$ cat config.mk
export PLATFORM = sky130hd
export DESIGN_NAME = cnt32_event_fifo
export DESIGN_NICKNAME = d
export VERILOG_FILES = /design/src/rtl/cnt32_ev_pkg.sv /design/src/rtl/ev_fifo_mem.sv /design/src/rtl/cnt32_event_fifo.sv
export SDC_FILE = /design/constraint.sdc
export NUM_CORES = 1
export LEC_CHECK = 0
export CORE_MARGIN = 1
export CORE_UTILIZATION = 65
export CTS_CLUSTER_SIZE = 16
export DETAILED_ROUTE_END_ITERATION = 10
export HOLD_SLACK_MARGIN = 0.12
export PLACE_DENSITY_LB_ADDON = 0.15
export SYNTH_ARGS = -nofsm -noshare
export SYNTH_HDL_FRONTEND = slang
export SYNTH_HIERARCHICAL = 1
export SYNTH_SLANG_ARGS = --single-unit
$ cat constraint.sdc
create_clock -name clk -period 7.62 [get_ports clk]
set_clock_uncertainty 0.15 [all_clocks]
set_input_delay 2.286 -clock clk [delete_from_list [all_inputs] [get_ports clk]]
set_output_delay 2.286 -clock clk [all_outputs]
set_load 0.02 [all_outputs]
$ cat src/rtl/cnt32_ev_pkg.sv
// Shared types and constants for the cnt32 event FIFO.
// Defines the entry record, the event-kind encodings and the parameter defaults.
package cnt32_ev_pkg;

  localparam int unsigned EV_DEPTH_DEF = 8;
  localparam int unsigned EV_TOT_W_DEF = 16;

  localparam logic [1:0] KIND_RCO  = 2'b01;
  localparam logic [1:0] KIND_LOAD = 2'b10;
  localparam logic [1:0] KIND_BOTH = 2'b11;

  typedef struct packed {
    logic [31:0] data;
    logic [1:0]  kind;
    logic [15:0] stamp;
  } ev_entry_t;

  // Event kind from the two counter pulses; 0 means no event.
  function automatic logic [1:0] ev_kind_f(input logic rco, input logic load);
    logic [1:0] k;
    k = '0;
    if (rco && load) k = KIND_BOTH;
    else if (load)   k = KIND_LOAD;
    else if (rco)    k = KIND_RCO;
    return k;
  endfunction

endpackage

$ cat src/rtl/ev_fifo_mem.sv
// Show-ahead FIFO storage with read/write pointers and occupancy count.
// A push while full is accepted only when a pop happens at the same edge;
// a pop while empty is ignored. Storage itself is not reset.
module ev_fifo_mem
  import cnt32_ev_pkg::*;
#(
  parameter int unsigned DEPTH = EV_DEPTH_DEF
) (
  input  logic                     clk,
  input  logic                     rst_n,
  input  logic                     push_i,
  input  logic                     pop_i,
  input  ev_entry_t                wr_entry_i,
  output ev_entry_t                head_o,
  output logic [$clog2(DEPTH):0]   count_o,
  output logic                     full_o,
  output logic                     empty_o
);

  localparam int unsigned AW = $clog2(DEPTH);
  localparam int unsigned CW = AW + 1;

  ev_entry_t       mem_q [DEPTH];
  logic [AW-1:0]   wr_ptr_q, wr_ptr_d;
  logic [AW-1:0]   rd_ptr_q, rd_ptr_d;
  logic [CW-1:0]   count_q, count_d;
  logic            do_push, do_pop;

  assign full_o  = (count_q == CW'(DEPTH));
  assign empty_o = (count_q == '0);
  assign count_o = count_q;

  assign do_pop  = pop_i && !empty_o;
  assign do_push = push_i && (!full_o || do_pop);

  // Head entry presented combinationally; forced to zero while empty so
  // unreset storage never reaches the outputs.
  assign head_o = empty_o ? '0 : mem_q[rd_ptr_q];

  // Next-state for pointers (wrap modulo DEPTH) and occupancy.
  always_comb begin
    wr_ptr_d = wr_ptr_q;
    rd_ptr_d = rd_ptr_q;
    count_d  = count_q;
    if (do_push) wr_ptr_d = wr_ptr_q + AW'(1);
    if (do_pop)  rd_ptr_d = rd_ptr_q + AW'(1);
    case ({do_push, do_pop})
      2'b10:   count_d = count_q + CW'(1);
      2'b01:   count_d = count_q - CW'(1);
      default: count_d = count_q;
    endcase
  end

  // Pointer and count registers.
  always_ff @(posedge clk or negedge rst_n) begin
    if (!rst_n) begin
      wr_ptr_q <= '0;
      rd_ptr_q <= '0;
      count_q  <= '0;
    end else begin
      wr_ptr_q <= wr_ptr_d;
      rd_ptr_q <= rd_ptr_d;
      count_q  <= count_d;
    end
  end

  // Entry storage write; contents intentionally left unreset.
  always_ff @(posedge clk) begin
    if (do_push) mem_q[wr_ptr_q] <= wr_entry_i;
  end

endmodule

$ cat src/rtl/cnt32_event_fifo.sv
// Event capture FIFO for a 32-bit counter stage: records Q_ on qualified
// rco_/load_ pulses, tracks a sticky drop flag and a saturating rco total.
// Optional feature macro: EVFIFO_TIMESTAMP_EN (16-bit cycle stamp per entry).
module cnt32_event_fifo
  import cnt32_ev_pkg::*;
#(
  parameter int unsigned DEPTH = EV_DEPTH_DEF,
  parameter int unsigned TOT_W = EV_TOT_W_DEF
) (
  input  logic                   clk,
  input  logic                   reset,
  input  logic                   enable_,
  input  logic [31:0]            Q_,
  input  logic                   rco_,
  input  logic                   load_,
  input  logic                   pop,
  input  logic                   clr_ovf,
  output logic                   ev_valid,
  output logic [31:0]            ev_data,
  output logic [1:0]             ev_kind,
  output logic [15:0]            ev_stamp,
  output logic [$clog2(DEPTH):0] fifo_count,
  output logic                   full,
  output logic                   empty,
  output logic                   overflow,
  output logic [TOT_W-1:0]       rco_total
);

  logic             qual;
  logic             drop;
  ev_entry_t        wr_entry;
  ev_entry_t        head;
  logic             ovf_q, ovf_d;
  logic [TOT_W-1:0] tot_q, tot_d;

  assign qual = enable_ && (rco_ || load_);
  // When full, a pop at the same edge frees the slot, so only an unpopped
  // push is lost.
  assign drop = qual && full && !pop;

  assign wr_entry.data = Q_;
  assign wr_entry.kind = ev_kind_f(rco_, load_);

`ifdef EVFIFO_TIMESTAMP_EN
  logic [15:0] ts_q;

  // Free-running cycle counter captured with each pushed entry.
  always_ff @(posedge clk or negedge reset) begin
    if (!reset) ts_q <= '0;
    else        ts_q <= ts_q + 16'd1;
  end

  assign wr_entry.stamp = ts_q;
`else
  // Stamp field is written as constant zero, so the stored bits fold away.
  assign wr_entry.stamp = '0;
`endif

  ev_fifo_mem #(
    .DEPTH (DEPTH)
  ) u_mem (
    .clk        (clk),
    .rst_n      (reset),
    .push_i     (qual),
    .pop_i      (pop),
    .wr_entry_i (wr_entry),
    .head_o     (head),
    .count_o    (fifo_count),
    .full_o     (full),
    .empty_o    (empty)
  );

  assign ev_valid  = !empty;
  assign ev_data   = head.data;
  assign ev_kind   = head.kind;
  assign ev_stamp  = head.stamp;
  assign overflow  = ovf_q;
  assign rco_total = tot_q;

  // Sticky overflow (set beats clear) and saturating rco total next-state.
  always_comb begin
    ovf_d = ovf_q;
    tot_d = tot_q;
    if (drop)         ovf_d = 1'b1;
    else if (clr_ovf) ovf_d = 1'b0;
    if (qual && rco_ && (tot_q != '1)) tot_d = tot_q + TOT_W'(1);
  end

  // Overflow flag and rco total registers.
  always_ff @(posedge clk or negedge reset) begin
    if (!reset) begin
      ovf_q <= 1'b0;
      tot_q <= '0;
    end else begin
      ovf_q <= ovf_d;
      tot_q <= tot_d;
    end
  end

endmodule

==> flow_metrics.py, run 1 <==
metrics = {
    "run_status": {
        "outcome": "completed",
    },
    "synth": {
        "synth.area.top_cells": "edfxtp_1 72%, mux4_2 13%, dfrtp_1 4.0%",
        "synthXorXnorAreaFrac": 0.007852,
        "synth_compound_area_frac": 0.008899,
        "ys_seq_area_frac": 0.7583,
        "yosys.area_share.simple": 0.03575,
        "ys_seq_elements": 427,
        "yosysTopAreaCellShare": 0.7179,
        "synth_edf_count": 400,
        "async_flop_share": 0.06323,
        "syn_area_mm2": 0.01673,
        "postSynthCellCount": 795,
        "synth_top_family_by_area": "multiplexers",
        "synthMuxAreaShare": 0.1693,
        "synth_ff_type": "edfxtp_1",
        "yosysWarnings": 6,
        "synthAdderAreaFrac": 0.004936,
        "yosysUniqueCellTypes": 54,
        "syn_area_per_cell_um2": 21.05,
        "yosysTopAreaCell": "edfxtp_1",
    },
    "drt": {
        "postRouteAntennaNets": 0,
        "firstDrtPassIters": 7,
        "initialDrtViolationCount": 749,
        "wl_per_cell_um": 23.52,
        "wirelength_um": 33330,
        "viasPerCell": 5.818,
        "drc": 0,
        "num_vias": 8244,
    },
    "sta": {
        "hold_viol_final": 0,
        "whs_ns": 0.3707,
        "setup_viol": 0,
        "maxSlewViolCount": 0,
        "fin_crit_ns": 6.006,
        "rsz0062_at_grt": "false",
        "max_freq_ghz": 0.1665,
        "layout_worst_path_cycle_share": 0.7881,
        "setup-tns-final_ns": 0,
        "slew_headroom": 0.2575,
        "tightest_slew_ns": 1.114,
    },
    "clock_tree": {
        "cts_made_buffers": 42,
        "htreeDepth": 2,
        "clock_latency_ns": 0.52,
        "numClockSinks": 427,
        "cts_tree": "done",
        "post_cts_buffers": 0,
        "clock_path_buffers": 3,
        "cts.repair.resized": 0,
        "root_buffer": "clkbuf_16",
        "clk_pin_slew_worst_paths_ns": 0.06,
        "cts-hold-fix-buffers": 0,
    },
    "final_layout": {
        "diodes": 0,
        "postLayoutCoreUtil": 0.7953,
        "area_growth_pct": 19.71,
        "drive_gt1_frac": 0.1812,
        "final_cells": 1417,
        "nets": 1102,
        "nFillCells": 1280,
    },
    "grt": {
        "globalRouteMet3Util": 0.03591,
        "antenna_found_initial": 0,
        "gr-total-overflow": 0,
        "grt_pass1_vias": 8683,
        "grt-busiest-layer": "met2",
        "use_met1": 0.3558,
        "track_usage": 0.2640,
        "met2_usage": 0.4510,
        "grt_max_degree": 75,
        "grt_pass1_wl_um": 50360,
    },
    "setup_path": {
        "arrival_ns": 3.57,
        "crit_type": "reg2out",
        "setup.worst_path.start_class": "register",
        "cp_max_fo": 74,
        "worstPathRequired_ns": 5.18,
        "setup.worst_path.end_class": "output pin",
    },
    "die": {
        "rows": 58,
        "start_util": 0.6644,
        "design.die.area_mm2": 0.02639,
        "boundaryPins": 113,
        "fp.dieH_um": 162.4,
        "fp.dieW_um": 162.4,
        "core_area_mm2": 0.02518,
    },
    "place": {
        "numPortBuffers": 112,
        "gp_congestion": 0.7786,
        "dp.cells": 1343,
        "hpwl_um": 18090,
    },
    "worst_hold_path": {
        "min_path_type": "reg2reg",
    },
    "power": {
        "p_per_area_mw_per_mm2": 383.1,
        "ir_drop_mv": 0.2829,
        "p_leak_uw": 0.006946,
    },
    "job": {
        "drv_cap": 0,
    },
}
[state kept, by name, indices dropped and copies added, names as in the netlist]
register,count
overflow,1
u_mem/rd_ptr_q,3
u_mem/mem_q,400
rco_total,16
u_mem/count_o,4
u_mem/wr_ptr_q,3
[metrics by stage]
stage               total power [uW]  setup slack [ns]  instance area [um2]
CTS                             7734             1.604                20030
global route                    7966             1.490                20030
finish                          7674             1.614                20030
floorplan                       4769            0.3557                17210
detailed placement              5754             1.662                18740
global placement                5701             1.731                18740
[cell families after synthesis]
| family | Yosys count |
|---|---|
| xor gates and xnor gates | 15 |
| other | 1 |
| AOI/OAI and AO/OA | 22 |
| and+or+nand+nor | 118 |
| muxes | 157 |
| adders and majority gates | 6 |
| buffers and inverters | 49 |
| DFF | 427 |
[worst max-delay path: stages, from the launching register on]
cell and delay (ns):
dfrtp_4 1.16, buf_4 0.55, mux4_2 0.34, mux2i_1 0.09
nor2_1 0.19, clkdlybuf4s50_1 0.65
[power breakdown]
group,internal (uW),leakage (uW),switching (uW)
clock,1130,0.000632,816
combinational,1260,0.00235,1250
sequential,2870,0.00396,341
total,5270,0.00695,2410
[synth_stat cells (all sizes together), types with 2 or more instances]
cell / count
nand4: 6
mux4: 100
and3: 2
and4: 3
mux2: 5
or3: 2
nand2b: 7
a21oi: 5
xor2: 7
edfxtp: 400
a31oi: 5
nand2: 12
xnor2: 8
mux2i: 52
nor2: 62
nand3: 5
nor3: 10
buf: 35
o22ai: 2
clkbuf: 4
dfrtp: 27
ha: 5
inv: 9
o21ai: 2
[final cells by class]
cell class / instances / area (um2) / area share
clock inverters: 20 / 171.4 / 0.008559
well taps: 330 / 412.9 / 0.02062
repair buffers: 130 / 1256 / 0.06272
clock buffers: 54 / 1117 / 0.05579
flip-flops and latches: 427 / 12700 / 0.6340
inverters: 10 / 42.54 / 0.002124
multi-input cells: 446 / 4329 / 0.2162
[layout by cell type, fill, tap and decap left out, types with 7 or more instances in the layout]
cell type / netlist / layout
nand2_1: 12 / 12
clkbuf_16: 0 / 43
mux4_2: 100 / 100
mux2i_1: 52 / 52
clkbuf_1: 4 / 11
xor2_1: 7 / 7
conb_1: 1 / 128
clkdlybuf4s50_1: 0 / 112
dfrtp_1: 27 / 24
clkinv_1: 0 / 9
nor2_1: 61 / 55
nand2b_1: 7 / 7
edfxtp_1: 400 / 400
buf_4: 9 / 18
inv_1: 8 / 8
nor3_1: 9 / 7
xnor2_1: 8 / 8
[worst paths after layout]
check	start	to	slack, ns	cells after the start
max	u_mem/rd_ptr_q[1]	ev_stamp[4]	1.61	5
max reg2reg	u_mem/count_o[0]	u_mem/mem_q[6][16]	4.49	5
min reg2reg	overflow	overflow	0.37	1
min	overflow	overflow	0.37	1
max in group asynchronous	reset	u_mem/rd_ptr_q[0]	5.03	2
min in group asynchronous	reset	rco_total[0]	1.99	2
[per-layer routing]
metal	share of wire	vias up
li1	-	3638
met1	0.39	4210
met2	0.52	327
met3	0.060	69
met4	0.028	0
met5	0	-
(Power assumes the default switching activity.)
==> inputs of run 2 (changes only) <==
--- a/config.mk
+++ b/config.mk
@@ -6,7 +6,7 @@
 export NUM_CORES = 1
 export LEC_CHECK = 0
 export CORE_MARGIN = 1
-export CORE_UTILIZATION = 65
+export CORE_UTILIZATION = 54
 export CTS_CLUSTER_SIZE = 16
 export DETAILED_ROUTE_END_ITERATION = 10
 export HOLD_SLACK_MARGIN = 0.12
==> constraint.sdc (replaced) <==
create_clock -name clk -period 5.39 [get_ports clk]
set_clock_uncertainty 0.15 [all_clocks]
set_input_delay 1.617 -clock clk [delete_from_list [all_inputs] [get_ports clk]]
set_output_delay 1.617 -clock clk [all_outputs]
set_load 0.02 [all_outputs]
==> flow_metrics.py, run 2 (synthesized netlist as in run 1, its figures left out) <==
metrics = {
    "final_layout": {
        "largest_register_ffs": 400,
        "nets": 1110,
        "layout_commonest_cell": "edfxtp_1",
        "nFillCells": 2040,
        "largest-register": "u_mem/mem_q",
        "mostFrequentLayoutCells": "400 x edfxtp_1, 128 x conb_1, 112 x clkdlybuf4s50_1",
        "drive_gt1_frac": 0.1887,
        "diodes": 0,
        "area_growth_pct": 21.39,
    },
    "sta": {
        "setup-tns-final_ns": 0,
        "setup_viol": 0,
        "slew_headroom": 0.3388,
        "max_freq_ghz": 0.2028,
        "maxSlewViolCount": 0,
        "rsz0062_at_grt": "false",
        "fin_ws_ns": 0.4579,
        "hold_viol_final": 0,
        "fin_crit_ns": 4.932,
        "layout_worst_path_cycle_share": 0.9150,
        "tightest_slew_ns": 0.9918,
    },
    "clock_tree": {
        "cts_made_buffers": 43,
        "htreeDepth": 2,
        "clock_path_buffers": 3,
        "cts.repair.resized": 0,
        "cts_tree": "done",
        "cts-hold-fix-buffers": 0,
        "numClockSinks": 427,
        "post_cts_buffers": 0,
        "clock_latency_ns": 0.53,
        "clk_pin_slew_worst_paths_ns": 0.06,
        "root_buffer": "clkbuf_16",
    },
    "setup_path": {
        "reg2reg_setup_slack_ns": 2.57,
        "path_buf_inv": 2,
        "critical-path-max-stage-delay_ns": 1.09,
        "setup.worst_path.end_class": "output pin",
        "cp_max_fo": 63,
        "path_cells": "buf_4, mux4_2, mux2i_1, nor2_1, clkdlybuf4s50_1",
        "crit_family": "flip-flops",
        "crit_type": "reg2out",
        "setup.worst_path.start_class": "register",
        "arrival_ns": 3.17,
        "slowest_stage": "dfrtp_4",
        "worstPathRequired_ns": 3.62,
    },
    "die": {
        "fp.dieW_um": 178.0,
        "start_util": 0.5484,
        "design.die.area_mm2": 0.03169,
        "boundaryPins": 113,
        "rows": 64,
        "core_area_mm2": 0.03051,
        "fp.dieH_um": 178.0,
    },
    "grt": {
        "antenna_found_initial": 0,
        "track_usage": 0.2017,
        "grt_max_degree": 64,
        "grt_pass1_vias": 8264,
        "gr-total-overflow": 0,
        "grt_pass1_wl_um": 47440,
    },
    "place": {
        "hpwl_um": 17860,
        "post-place-ws_ns": 0.4015,
        "numPortBuffers": 112,
        "gp_congestion": 0.7872,
    },
    "drt": {
        "wirelength_um": 30410,
        "num_vias": 8032,
        "initialDrtViolationCount": 489,
        "drc": 0,
        "wl_per_cell_um": 20.37,
        "postRouteAntennaNets": 0,
        "firstDrtPassIters": 5,
        "viasPerCell": 5.380,
    },
    "job": {
        "drv_cap": 0,
    },
    "run_status": {
        "outcome": "completed",
    },
    "power": {
        "ir_drop_mv": 0.3179,
        "p_per_area_mw_per_mm2": 535.3,
        "p_leak_uw": 0.007029,
        "total_power_uw": 10870,
    },
    "worst_hold_path": {
        "min_path_type": "reg2reg",
    },
}
-- run 2: path summary, 6_finish.rpt --
| path | to | from | cells past startpoint |
|---|---|---|---|
| min in group asynchronous | u_mem/count_o[3] | reset | 1 |
| setup / recovery | ev_data[28] | u_mem/rd_ptr_q[1] | 5 |
| max in group asynchronous | rco_total[6] | reset | 2 |
| setup reg to reg | u_mem/mem_q[0][49] | u_mem/count_o[0] | 5 |
| hold / removal | overflow | overflow | 1 |
| hold reg to reg | overflow | overflow | 1 |
-- run 2: final cells by class --
| type | instances | area (um2) | area share |
|---|---|---|---|
| clock buffers | 54 | 1117 | 0.05501 |
| clock inverters | 23 | 192.7 | 0.009487 |
| inverters | 10 | 42.54 | 0.002095 |
| multi-input cells | 446 | 4342 | 0.2138 |
| flip-flops and latches | 427 | 12700 | 0.6252 |
| well taps | 396 | 495.5 | 0.02440 |
| repair buffers | 137 | 1421 | 0.06998 |
-- run 2: report_power, final --
part	total, uW	switching (uW)	internal (uW)
clock	2780	1170	1610
combinational	3690	1830	1860
sequential	4400	354	4050
total	10900	3350	7520
-- run 2: through the flow --
stage               std cells  hold slack [ns]  instance area, um2  utilization
floorplan                 922           0.3305               17220            -
global placement         1416           0.3293               19000       0.6227
detailed placement       1416           0.3411               19000       0.6227
CTS                      1493           0.3556               20310       0.6657
global route             1493           0.3644               20310       0.6657
finish                   1493           0.3508               20310       0.6657
-- run 2: metal layers --
layer | vias to the layer above | track usage | part of all wire
met5 | - | 0 | 0
met2 | 197 | 0.3348 | 0.50
met3 | 45 | 0.02579 | 0.040
met1 | 4126 | 0.2862 | 0.44
li1 | 3664 | - | -
met4 | 0 | 0.05199 | 0.017
==> inputs of run 3 (changes only) <==
--- a/config.mk
+++ b/config.mk
@@ -9,8 +9,8 @@
 export CORE_UTILIZATION = 54
 export CTS_CLUSTER_SIZE = 16
 export DETAILED_ROUTE_END_ITERATION = 10
-export HOLD_SLACK_MARGIN = 0.12
 export PLACE_DENSITY_LB_ADDON = 0.15
+export REMOVE_ABC_BUFFERS = 1
 export SYNTH_ARGS = -nofsm -noshare
 export SYNTH_HDL_FRONTEND = slang
 export SYNTH_HIERARCHICAL = 1
==> flow_metrics.py, run 3 (synthesized netlist as in run 1, its figures left out) <==
metrics = {
    "setup_path": {
        "crit_type": "reg2out",
        "setup.worst_path.start_class": "register",
        "slowest_stage": "dfrtp_4",
        "cp_max_fo": 51,
        "reg2reg_from": "u_mem/count_o[0]",
        "setup.worst_path.end_class": "output pin",
        "arrival_ns": 3.06,
        "cp_num_cells": 5,
        "path_cells": "buf_4, mux4_2, mux2i_1, nor2_1, clkdlybuf4s50_1",
        "path_buf_inv": 2,
        "crit_family": "flip-flops",
        "worstPathRequired_ns": 3.62,
        "startpoint": "u_mem/rd_ptr_q[1]",
        "reg2reg_depth": 5,
        "critical-path-max-stage-delay_ns": 0.95,
    },
    "grt": {
        "track_usage": 0.2002,
        "grt_pass1_vias": 8378,
        "gr-total-overflow": 0,
        "grt_max_degree": 56,
        "antenna_found_initial": 0,
        "grt_pass1_wl_um": 47080,
    },
    "clock_tree": {
        "cts_tree": "done",
        "cts-hold-fix-buffers": 0,
        "htreeDepth": 2,
        "clock_path_buffers": 3,
        "clock_latency_ns": 0.52,
        "numClockSinks": 427,
        "clk_pin_slew_worst_paths_ns": 0.06,
        "root_buffer": "clkbuf_16",
        "post_cts_buffers": 0,
        "cts.repair.resized": 0,
        "cts_made_buffers": 43,
    },
    "die": {
        "design.die.area_mm2": 0.03169,
        "fp.dieH_um": 178.0,
        "fp.dieW_um": 178.0,
        "boundaryPins": 113,
        "core_area_mm2": 0.03051,
        "start_util": 0.5484,
        "rows": 64,
    },
    "final_layout": {
        "mostFrequentLayoutCells": "400 x edfxtp_1, 128 x conb_1, 112 x clkdlybuf4s50_1",
        "layout_commonest_cell": "edfxtp_1",
        "area_growth_pct": 22.05,
        "largest-register": "u_mem/mem_q",
        "postLayoutCoreUtil": 0.6693,
        "largest_register_ffs": 400,
        "drive_gt1_frac": 0.1922,
        "nets": 1109,
        "diodes": 0,
    },
    "power": {
        "power.internal_uw": 7739,
        "power_frac_comb": 0.334,
        "p_per_area_mw_per_mm2": 542.9,
        "clock_power_share": 0.274,
        "p_sw_uw": 3348,
        "pwr-share-seq": 0.393,
        "ir_drop_mv": 0.3843,
        "switching_share": 0.3019,
        "p_leak_uw": 0.007088,
        "total_power_uw": 11090,
    },
    "sta": {
        "slew_headroom": 0.4616,
        "setup-tns-final_ns": 0,
        "setup_viol": 0,
        "fin_crit_ns": 4.822,
        "layout_worst_path_cycle_share": 0.8946,
        "hold_viol_final": 0,
        "tightest_slew_ns": 0.8076,
        "max_freq_ghz": 0.2074,
        "maxSlewViolCount": 0,
        "rsz0062_at_grt": "false",
    },
    "place": {
        "gp_congestion": 0.7419,
        "numPortBuffers": 112,
        "hpwl_um": 17340,
    },
    "drt": {
        "wirelength_um": 30400,
        "drc": 0,
        "num_vias": 8025,
        "postRouteAntennaNets": 0,
        "wl_per_cell_um": 20.35,
        "initialDrtViolationCount": 620,
        "viasPerCell": 5.371,
        "firstDrtPassIters": 5,
    },
    "worst_hold_path": {
        "min_path_type": "reg2reg",
        "min_from": "overflow",
        "hold_depth": 1,
    },
    "job": {
        "drv_cap": 0,
    },
    "run_status": {
        "outcome": "completed",
    },
}
## run 3: worst paths after layout
check,endpoint,slack [ns]
max,ev_stamp[3],0.57
min reg2reg,overflow,0.35
min,overflow,0.35
max in group asynchronous,u_mem/rd_ptr_q[0],3.06
max reg2reg,u_mem/mem_q[7][30],2.74
min in group asynchronous,rco_total[11],1.34
## run 3: metrics by stage
step           area (um2)  setup slack (ns)  hold slack (ns)  std cells
6_report            20420            0.5679           0.3539       1494
4_1_cts             20420            0.4660           0.3590       1494
3_5_place_dp        18970            0.5498           0.3300       1415
3_3_place_gp        18970            0.5874           0.3516       1415
5_1_grt             20420            0.3782           0.3959       1494
2_1_floorplan       17000            -1.294           0.3305        883
## run 3: per-layer routing
| metal | vias to the layer above | wire, um | GRT usage |
|---|---|---|---|
| met5 | - | 0 | 0 |
| met4 | 0 | 338 | 0.04594 |
| met3 | 32 | 1439 | 0.03176 |
| met2 | 201 | 15160 | 0.3286 |
| met1 | 4136 | 13460 | 0.2857 |
| li1 | 3656 | - | - |
## run 3: area by class of cell
type | count | area, um2
clock buffers | 54 | 1160
clock inverters | 25 | 294.0
fillers | 2051 | 10090
inverters | 10 | 42.54
multi-input cells | 446 | 4329
flip-flops and latches | 427 | 12700
well taps | 396 | 495.5
repair buffers | 136 | 1401
## run 3: power by group through the flow
stage / clock, uW / combinational (uW) / sequential, uW
after floorplan: 0 / 2220 / 4620
after global placement: 0 / 3720 / 4420
after detailed placement: 0 / 3740 / 4430
after CTS: 3090 / 3770 / 4370
after global routing: 3230 / 3970 / 4410
final: 3030 / 3700 / 4360
